==> src/rtl/code_lock_if.sv <==
// Keypad/timebase bundle for code_lock.
// master: keypad/prescaler side driving keys and ticks, observing lock status.
// slave : the lock itself.
interface code_lock_if;
  logic       key_valid;
  logic [3:0] key_digit;
  logic       key_set;
  logic       tick;
  logic [2:0] state;
  logic [4:0] pos;
  logic [2:0] tries;
  logic       unlocked;
  logic       alarm;
  logic       err;

  modport master (
    output key_valid, key_digit, key_set, tick,
    input  state, pos, tries, unlocked, alarm, err
  );

  modport slave (
    input  key_valid, key_digit, key_set, tick,
    output state, pos, tries, unlocked, alarm, err
  );
endinterface

==> src/rtl/code_lock.sv <==
// code_lock: programmable digit-code lock with try counter and terminal alarm.
// Optional feature: define CODE_LOCK_LOCKOUT_EN to add a tick-timed LOCKOUT
// state after each non-alarm mismatch; without it a mismatch rearms at once
// and tick is unused.
module code_lock #(
  parameter int LEN           = 4,
  parameter int MAX_TRIES     = 3,
  parameter int LOCKOUT_TICKS = 8
) (
  input logic        clk,
  input logic        rst,
  code_lock_if.slave bus
);

  typedef enum logic [2:0] {
    IDLE    = 3'd0,
    PROGRAM = 3'd1,
    ARMED   = 3'd2,
    OPEN    = 3'd3,
`ifdef CODE_LOCK_LOCKOUT_EN
    LOCKOUT = 3'd4,
`endif
    ALARM   = 3'd5
  } state_t;

  localparam int          IW        = (LEN > 1) ? $clog2(LEN) : 1;
  localparam int unsigned NDIG      = LEN;
  localparam logic [4:0]  LAST      = 5'(LEN - 1);
  localparam logic [2:0]  TRY_LIMIT = 3'(MAX_TRIES);

  state_t        st, st_n;
  logic [4:0]    pos, pos_n;
  logic [2:0]    tries, tries_n;
  logic          err_q, err_n;
  logic          unlocked_q, alarm_q;
  logic [3:0]    code [LEN];
  logic          code_we;
  logic [IW-1:0] idx;
  logic [3:0]    cur_digit;
  logic          key_cmd, key_dig, match;

`ifdef CODE_LOCK_LOCKOUT_EN
  localparam logic [7:0] TICK_LIMIT = 8'(LOCKOUT_TICKS);
  logic [7:0] lock_cnt, lock_cnt_n;
`endif

  assign idx       = pos[IW-1:0];
  assign cur_digit = code[idx];
  assign key_cmd   = bus.key_valid & bus.key_set;
  assign key_dig   = bus.key_valid & ~bus.key_set;
  assign match     = (bus.key_digit == cur_digit);

  // State register and registered status outputs.
  always_ff @(posedge clk or posedge rst) begin
    if (rst) begin
      st         <= IDLE;
      pos        <= '0;
      tries      <= '0;
      err_q      <= 1'b0;
      unlocked_q <= 1'b0;
      alarm_q    <= 1'b0;
    end else begin
      st         <= st_n;
      pos        <= pos_n;
      tries      <= tries_n;
      err_q      <= err_n;
      unlocked_q <= (st_n == OPEN);
      alarm_q    <= (st_n == ALARM);
    end
  end

  // Code storage, written one digit at a time while programming.
  always_ff @(posedge clk or posedge rst) begin
    if (rst) begin
      for (int unsigned i = 0; i < NDIG; i++) begin
        code[i] <= '0;
      end
    end else if (code_we) begin
      code[idx] <= bus.key_digit;
    end
  end

`ifdef CODE_LOCK_LOCKOUT_EN
  // Lockout tick counter.
  always_ff @(posedge clk or posedge rst) begin
    if (rst) begin
      lock_cnt <= '0;
    end else begin
      lock_cnt <= lock_cnt_n;
    end
  end
`endif

  // Next-state, position, try count and error pulse.
  always_comb begin
    st_n    = st;
    pos_n   = pos;
    tries_n = tries;
    err_n   = 1'b0;
    code_we = 1'b0;
`ifdef CODE_LOCK_LOCKOUT_EN
    lock_cnt_n = lock_cnt;
`endif

    case (st)
      IDLE: begin
        if (key_cmd) begin
          st_n  = PROGRAM;
          pos_n = '0;
        end
      end

      PROGRAM: begin
        if (key_cmd) begin
          pos_n = '0;
        end else if (key_dig) begin
          code_we = 1'b1;
          if (pos == LAST) begin
            st_n    = ARMED;
            pos_n   = '0;
            tries_n = '0;
          end else begin
            pos_n = pos + 5'd1;
          end
        end
      end

      ARMED: begin
        if (key_cmd) begin
          pos_n = '0;
        end else if (key_dig) begin
          if (match) begin
            if (pos == LAST) begin
              st_n    = OPEN;
              pos_n   = '0;
              tries_n = '0;
            end else begin
              pos_n = pos + 5'd1;
            end
          end else begin
            err_n = 1'b1;
            if (tries < TRY_LIMIT) begin
              tries_n = tries + 3'd1;
            end
            if (tries_n == TRY_LIMIT) begin
              st_n = ALARM;
            end else begin
              pos_n = '0;
`ifdef CODE_LOCK_LOCKOUT_EN
              st_n       = LOCKOUT;
              lock_cnt_n = '0;
`else
              st_n = ARMED;
`endif
            end
          end
        end
      end

      OPEN: begin
        if (key_cmd) begin
          st_n  = ARMED;
          pos_n = '0;
        end
      end

`ifdef CODE_LOCK_LOCKOUT_EN
      // Keys are dropped here, including one that lands with a tick.
      LOCKOUT: begin
        if (bus.tick) begin
          lock_cnt_n = lock_cnt + 8'd1;
          if (lock_cnt_n == TICK_LIMIT) begin
            st_n  = ARMED;
            pos_n = '0;
          end
        end
      end
`endif

      ALARM: begin
        st_n = ALARM;
      end

      default: begin
        st_n  = IDLE;
        pos_n = '0;
      end
    endcase
  end

  assign bus.state    = st;
  assign bus.pos      = pos;
  assign bus.tries    = tries;
  assign bus.unlocked = unlocked_q;
  assign bus.alarm    = alarm_q;
  assign bus.err      = err_q;

endmodule

==> src/flat_wrapper.sv <==
// flat-port wrapper written by rule: the top's interface ports become plain ports
module code_lock_flat 
#(
  parameter int LEN           = 4,
  parameter int MAX_TRIES     = 3,
  parameter int LOCKOUT_TICKS = 8
)
  (clk, rst, bus_key_valid, bus_key_digit, bus_key_set, bus_tick, bus_state, bus_pos, bus_tries, bus_unlocked, bus_alarm, bus_err);
  code_lock_if bus_i ();
  input logic clk;
  input logic rst;
  input wire logic [$bits(bus_i.key_valid)-1:0] bus_key_valid;
  input wire logic [$bits(bus_i.key_digit)-1:0] bus_key_digit;
  input wire logic [$bits(bus_i.key_set)-1:0] bus_key_set;
  input wire logic [$bits(bus_i.tick)-1:0] bus_tick;
  output wire logic [$bits(bus_i.state)-1:0] bus_state;
  output wire logic [$bits(bus_i.pos)-1:0] bus_pos;
  output wire logic [$bits(bus_i.tries)-1:0] bus_tries;
  output wire logic [$bits(bus_i.unlocked)-1:0] bus_unlocked;
  output wire logic [$bits(bus_i.alarm)-1:0] bus_alarm;
  output wire logic [$bits(bus_i.err)-1:0] bus_err;
  assign bus_i.key_valid = bus_key_valid;
  assign bus_i.key_digit = bus_key_digit;
  assign bus_i.key_set = bus_key_set;
  assign bus_i.tick = bus_tick;
  assign bus_state = bus_i.state;
  assign bus_pos = bus_i.pos;
  assign bus_tries = bus_i.tries;
  assign bus_unlocked = bus_i.unlocked;
  assign bus_alarm = bus_i.alarm;
  assign bus_err = bus_i.err;
  code_lock #(.LEN(LEN), .MAX_TRIES(MAX_TRIES), .LOCKOUT_TICKS(LOCKOUT_TICKS)) u_core (.clk(clk), .rst(rst), .bus(bus_i));
endmodule
==> config.mk <==
export PLATFORM = sky130hd
export DESIGN_NAME = code_lock_flat
export DESIGN_NICKNAME = d
export VERILOG_FILES = /design/src/rtl/code_lock_if.sv /design/src/rtl/code_lock.sv /design/src/flat_wrapper.sv
export SDC_FILE = /design/constraint.sdc
export NUM_CORES = 1
export LEC_CHECK = 0
export ABC_AREA = 1
export CORE_MARGIN = 5
export CORE_UTILIZATION = 32
export CTS_CLUSTER_SIZE = 10
export DETAILED_ROUTE_END_ITERATION = 7
export PLACE_DENSITY_LB_ADDON = 0.12
export SYNTH_ARGS = -nofsm -noshare
export SYNTH_HDL_FRONTEND = slang
export SYNTH_SLANG_ARGS = --single-unit
export TNS_END_PERCENT = 20
==> constraint.sdc <==
create_clock -name clk -period 3.5 [get_ports clk]
set_clock_uncertainty 0.05 [all_clocks]
set_input_delay 1.05 -clock clk [delete_from_list [all_inputs] [get_ports clk]]
set_output_delay 1.05 -clock clk [all_outputs]
set_load 0.02 [all_outputs]
==> results.md <==
* Slowest cell on the critical path: clkdlybuf4s50_1
* Routed WL per cell at around 12 um
* Commonest cells after routing, fill and taps aside: nand2_1 (90), dfrtp_1 (30), inv_1 (27), nand3_1 (27)
* Avg Vias per Cell at ~4.5
* Synth area leader: dfrtp_1
* Top-area cell type share of the netlist area at 0.437
* Fin cells at ~340
* Area Growth Syn to Fin at 26.3%
* Placed cell count at 330
* Maximum VDD drop at about 0.25 mV
* Initial DRC Count at between 70 and 80
* Status: completed
* Worst Path Arrival at 1530 ps
* Synthesized area at roughly 1700 um^2
* Critical path class: reg2out
* Worst-Margin Slew at 423 ps
* Max FO, Critical Path at 10
* Die width at 83.3 um
* Diodes inserted at 0
* Hold Path Class: reg2reg
* Total power draw at ~0.95 mW
* Total wire length at between 3 and 4 mm
* Vias in the first global route at approximately 1500
* Synth Register Bits at 30
* Post-CTS Setup Repair Bufs at 0
* Pleak at 1.11 nW
* Routability cong. at around 0.8
* Max Cap Viol at 0
* Die area at approximately 6900 um^2
* DRT Pass-1 Iters at 4
* Fin nets at between 200 and 300
* Max Fclk at ~380 MHz
* Vias at 1528
* Starting Density at 0.332
* Crit Reg-Reg Startpoint: u_core.bus.pos[0]$_DFFE_PP0P_
* Final min period at around 2600 ps
* Setup violations, final at 0
* First-pass GRT wire length at roughly 7.0 mm
* Register area share after synthesis at 0.437
* Core Box Area at slightly above 5000 um^2
* Largest family of logic cells by synthesized area: simple AND/OR/NAND/NOR gates
* Cells after synthesis at between 200 and 250
* Setup tns final at 0 ps
* YS warnings at 0
* PnR worst setup slack at just under 900 ps
* Syn nets at about 250
* Post-route ant nets at 0
* GRT Overall Usage at 0.124
* Origin of the worst setup path: u_core.bus.pos[1]$_DFFE_PP0P_
* Clock transition at the registers of the reported paths at approximately 70 ps
* Total global routing overflow at 0
* Share of layout cells above drive strength 1 at 0.0896
* R2r setup slk at around 1500 ps
* Commonest non-fill, non-tap cell in the layout: nand2_1
* Fraction of the mapped netlist area in simple logic gates at 0.355
* PD cells at 438 nW/um^2
* Max transition margin at 0.716
* Cts hold-fix bufs at 0
* Fillers at about 540
* Fin. Hold Viols at 0
* Post-Synth Adder-Cell Area at 0.0364
* CTS tree: yes
* Clock Tree Root: clkbuf_8
* CP Cell Sequence: clkdlybuf4s50_1
* Startpoint Class: flop
* Largest net degree at the start of global routing at 31
* Final Cycle Share at 0.750
* CP bufs+invs at 1
* Worst path required time at between 2000 and 2500 ps
* Number of remaining DRC errors at 0
* Hpwl dp at 2.85 mm
* CP Capture Type: output pin
* Clock sinks at 30
* CP top delay family: buffers and inverters
* Row cnt at 26
* Largest stage delay, worst path at about 680 ps
* Post-synthesis compound-gate area fraction at 0.0838
* Mapped Avg Cell Area at 7.25 um^2
* Worst path depth at 1
* Worst r2r dst: u_core.bus.pos[1]$_DFFE_PP0P_
* Die H at 83.3 um
* Final Slew Violations at 0
* Clock latency on the worst-skew pair at 280 ps
* Port Buffer Count at 21
* RSZ-0062 raised after global routing: false
* Place WS at approximately 750 ps
* Htree depth at 2
* R2r worst-path depth at 15
* Critical Path Sink: bus_pos[1]
* # IOs at 23
* Mux cell area share after synthesis at 0
* Top cells by area, synth: dfrtp_1 (44%), nand2_1 (20%), nand3_1 (7.9%)
* CTS max path bufs at 2
* Post-synthesis xor/xnor area fraction at 0.0153
* TritonCTS Buffers at 5
* Resized Gates After CTS at 0
* Synth cell types at 21
* Initial antenna violation count at 0
[stage by stage]
stage / utilization / hold WS (ps) / area, um^2
5_1_grt: 0.419 / 474 / 2170
4_1_cts: 0.419 / 441 / 2170
3_5_place_dp: 0.392 / 423 / 2030
2_1_floorplan: - / 403 / 1720
6_report: 0.419 / 437 / 2170
3_3_place_gp: 0.392 / 417 / 2030
[power breakdown]
| part | internal (mW) | switching, mW | total [mW] |
|---|---|---|---|
| Clock | 0.304 | 0.133 | 0.436 |
| Combinational | 0.0491 | 0.0795 | 0.129 |
| Sequential | 0.370 | 0.0146 | 0.385 |
[cells in the mapped netlist]
cell type	instances
nand2_1	90
dfrtp_1	30
inv_1	27
nand3_1	27
o21ai_0	21
nor2_1	12
ha_1	5
a21oi_1	3
inv_2	3
nand2_2	3
nand3_2	2
nand4_1	2
nor3_1	2
o21ai_2	2
xnor2_1	2
buf_6	1
nor2_2	1
nor3_4	1
o22ai_1	1
or2_4	1
xor2_1	1
[kinds of logic after synthesis]
logic type / after synthesis
xor+xnor: 3
fa+ha+maj: 5
simple gates: 141
buf+inv: 31
compound gates: 27
flops: 30
[registers in the layout, summed over array words and instances, names as in the netlist]
name                 flops
u_core.bus.err           1
u_core.bus.state         3
u_core.code             16
u_core.bus.tries         3
u_core.bus.unlocked      1
u_core.bus.alarm         1
u_core.bus.pos           5
[area by class of cell]
| type | instances | area (um^2) | share of cell area |
|---|---|---|---|
| clock buffers | 6 | 82.6 | 0.0381 |
| clock inverters | 2 | 60.1 | 0.0277 |
| inverters | 30 | 113 | 0.0519 |
| multi-input cells | 176 | 843 | 0.389 |
| flip-flops and latches | 30 | 751 | 0.346 |
| well taps | 70 | 87.6 | 0.0404 |
| repair buffers | 24 | 233 | 0.107 |
[worst min path at each step]
| stage | slack, ps | start | endpoint | cells after the start |
|---|---|---|---|---|
| after global routing | 470 | u_core.code[14]$_DFFE_PP0P_ | u_core.code[14]$_DFFE_PP0P_ | 2 |
| after global placement | 420 | u_core.code[5]$_DFFE_PP0P_ | u_core.code[5]$_DFFE_PP0P_ | 2 |
| after detailed placement | 420 | u_core.code[3]$_DFFE_PP0P_ | u_core.code[3]$_DFFE_PP0P_ | 2 |
| after CTS | 440 | u_core.code[3]$_DFFE_PP0P_ | u_core.code[3]$_DFFE_PP0P_ | 2 |
| final | 440 | u_core.code[5]$_DFFE_PP0P_ | u_core.code[5]$_DFFE_PP0P_ | 2 |
| after floorplan | 400 | u_core.code[0]$_DFFE_PP0P_ | u_core.code[0]$_DFFE_PP0P_ | 2 |
[per-layer routing]
layer  vias to the layer above  global-route usage  share of wire  wire length, um
met5                         -                   0              0                0
met4                         0              0.0357         0.0066               26
met3                         2              0.0366          0.051              202
met2                        34               0.186           0.44             1750
met1                       676               0.173           0.50             1990
li1                        816                   -              -                -
Note: power is estimated with default switching activity, not from simulation.
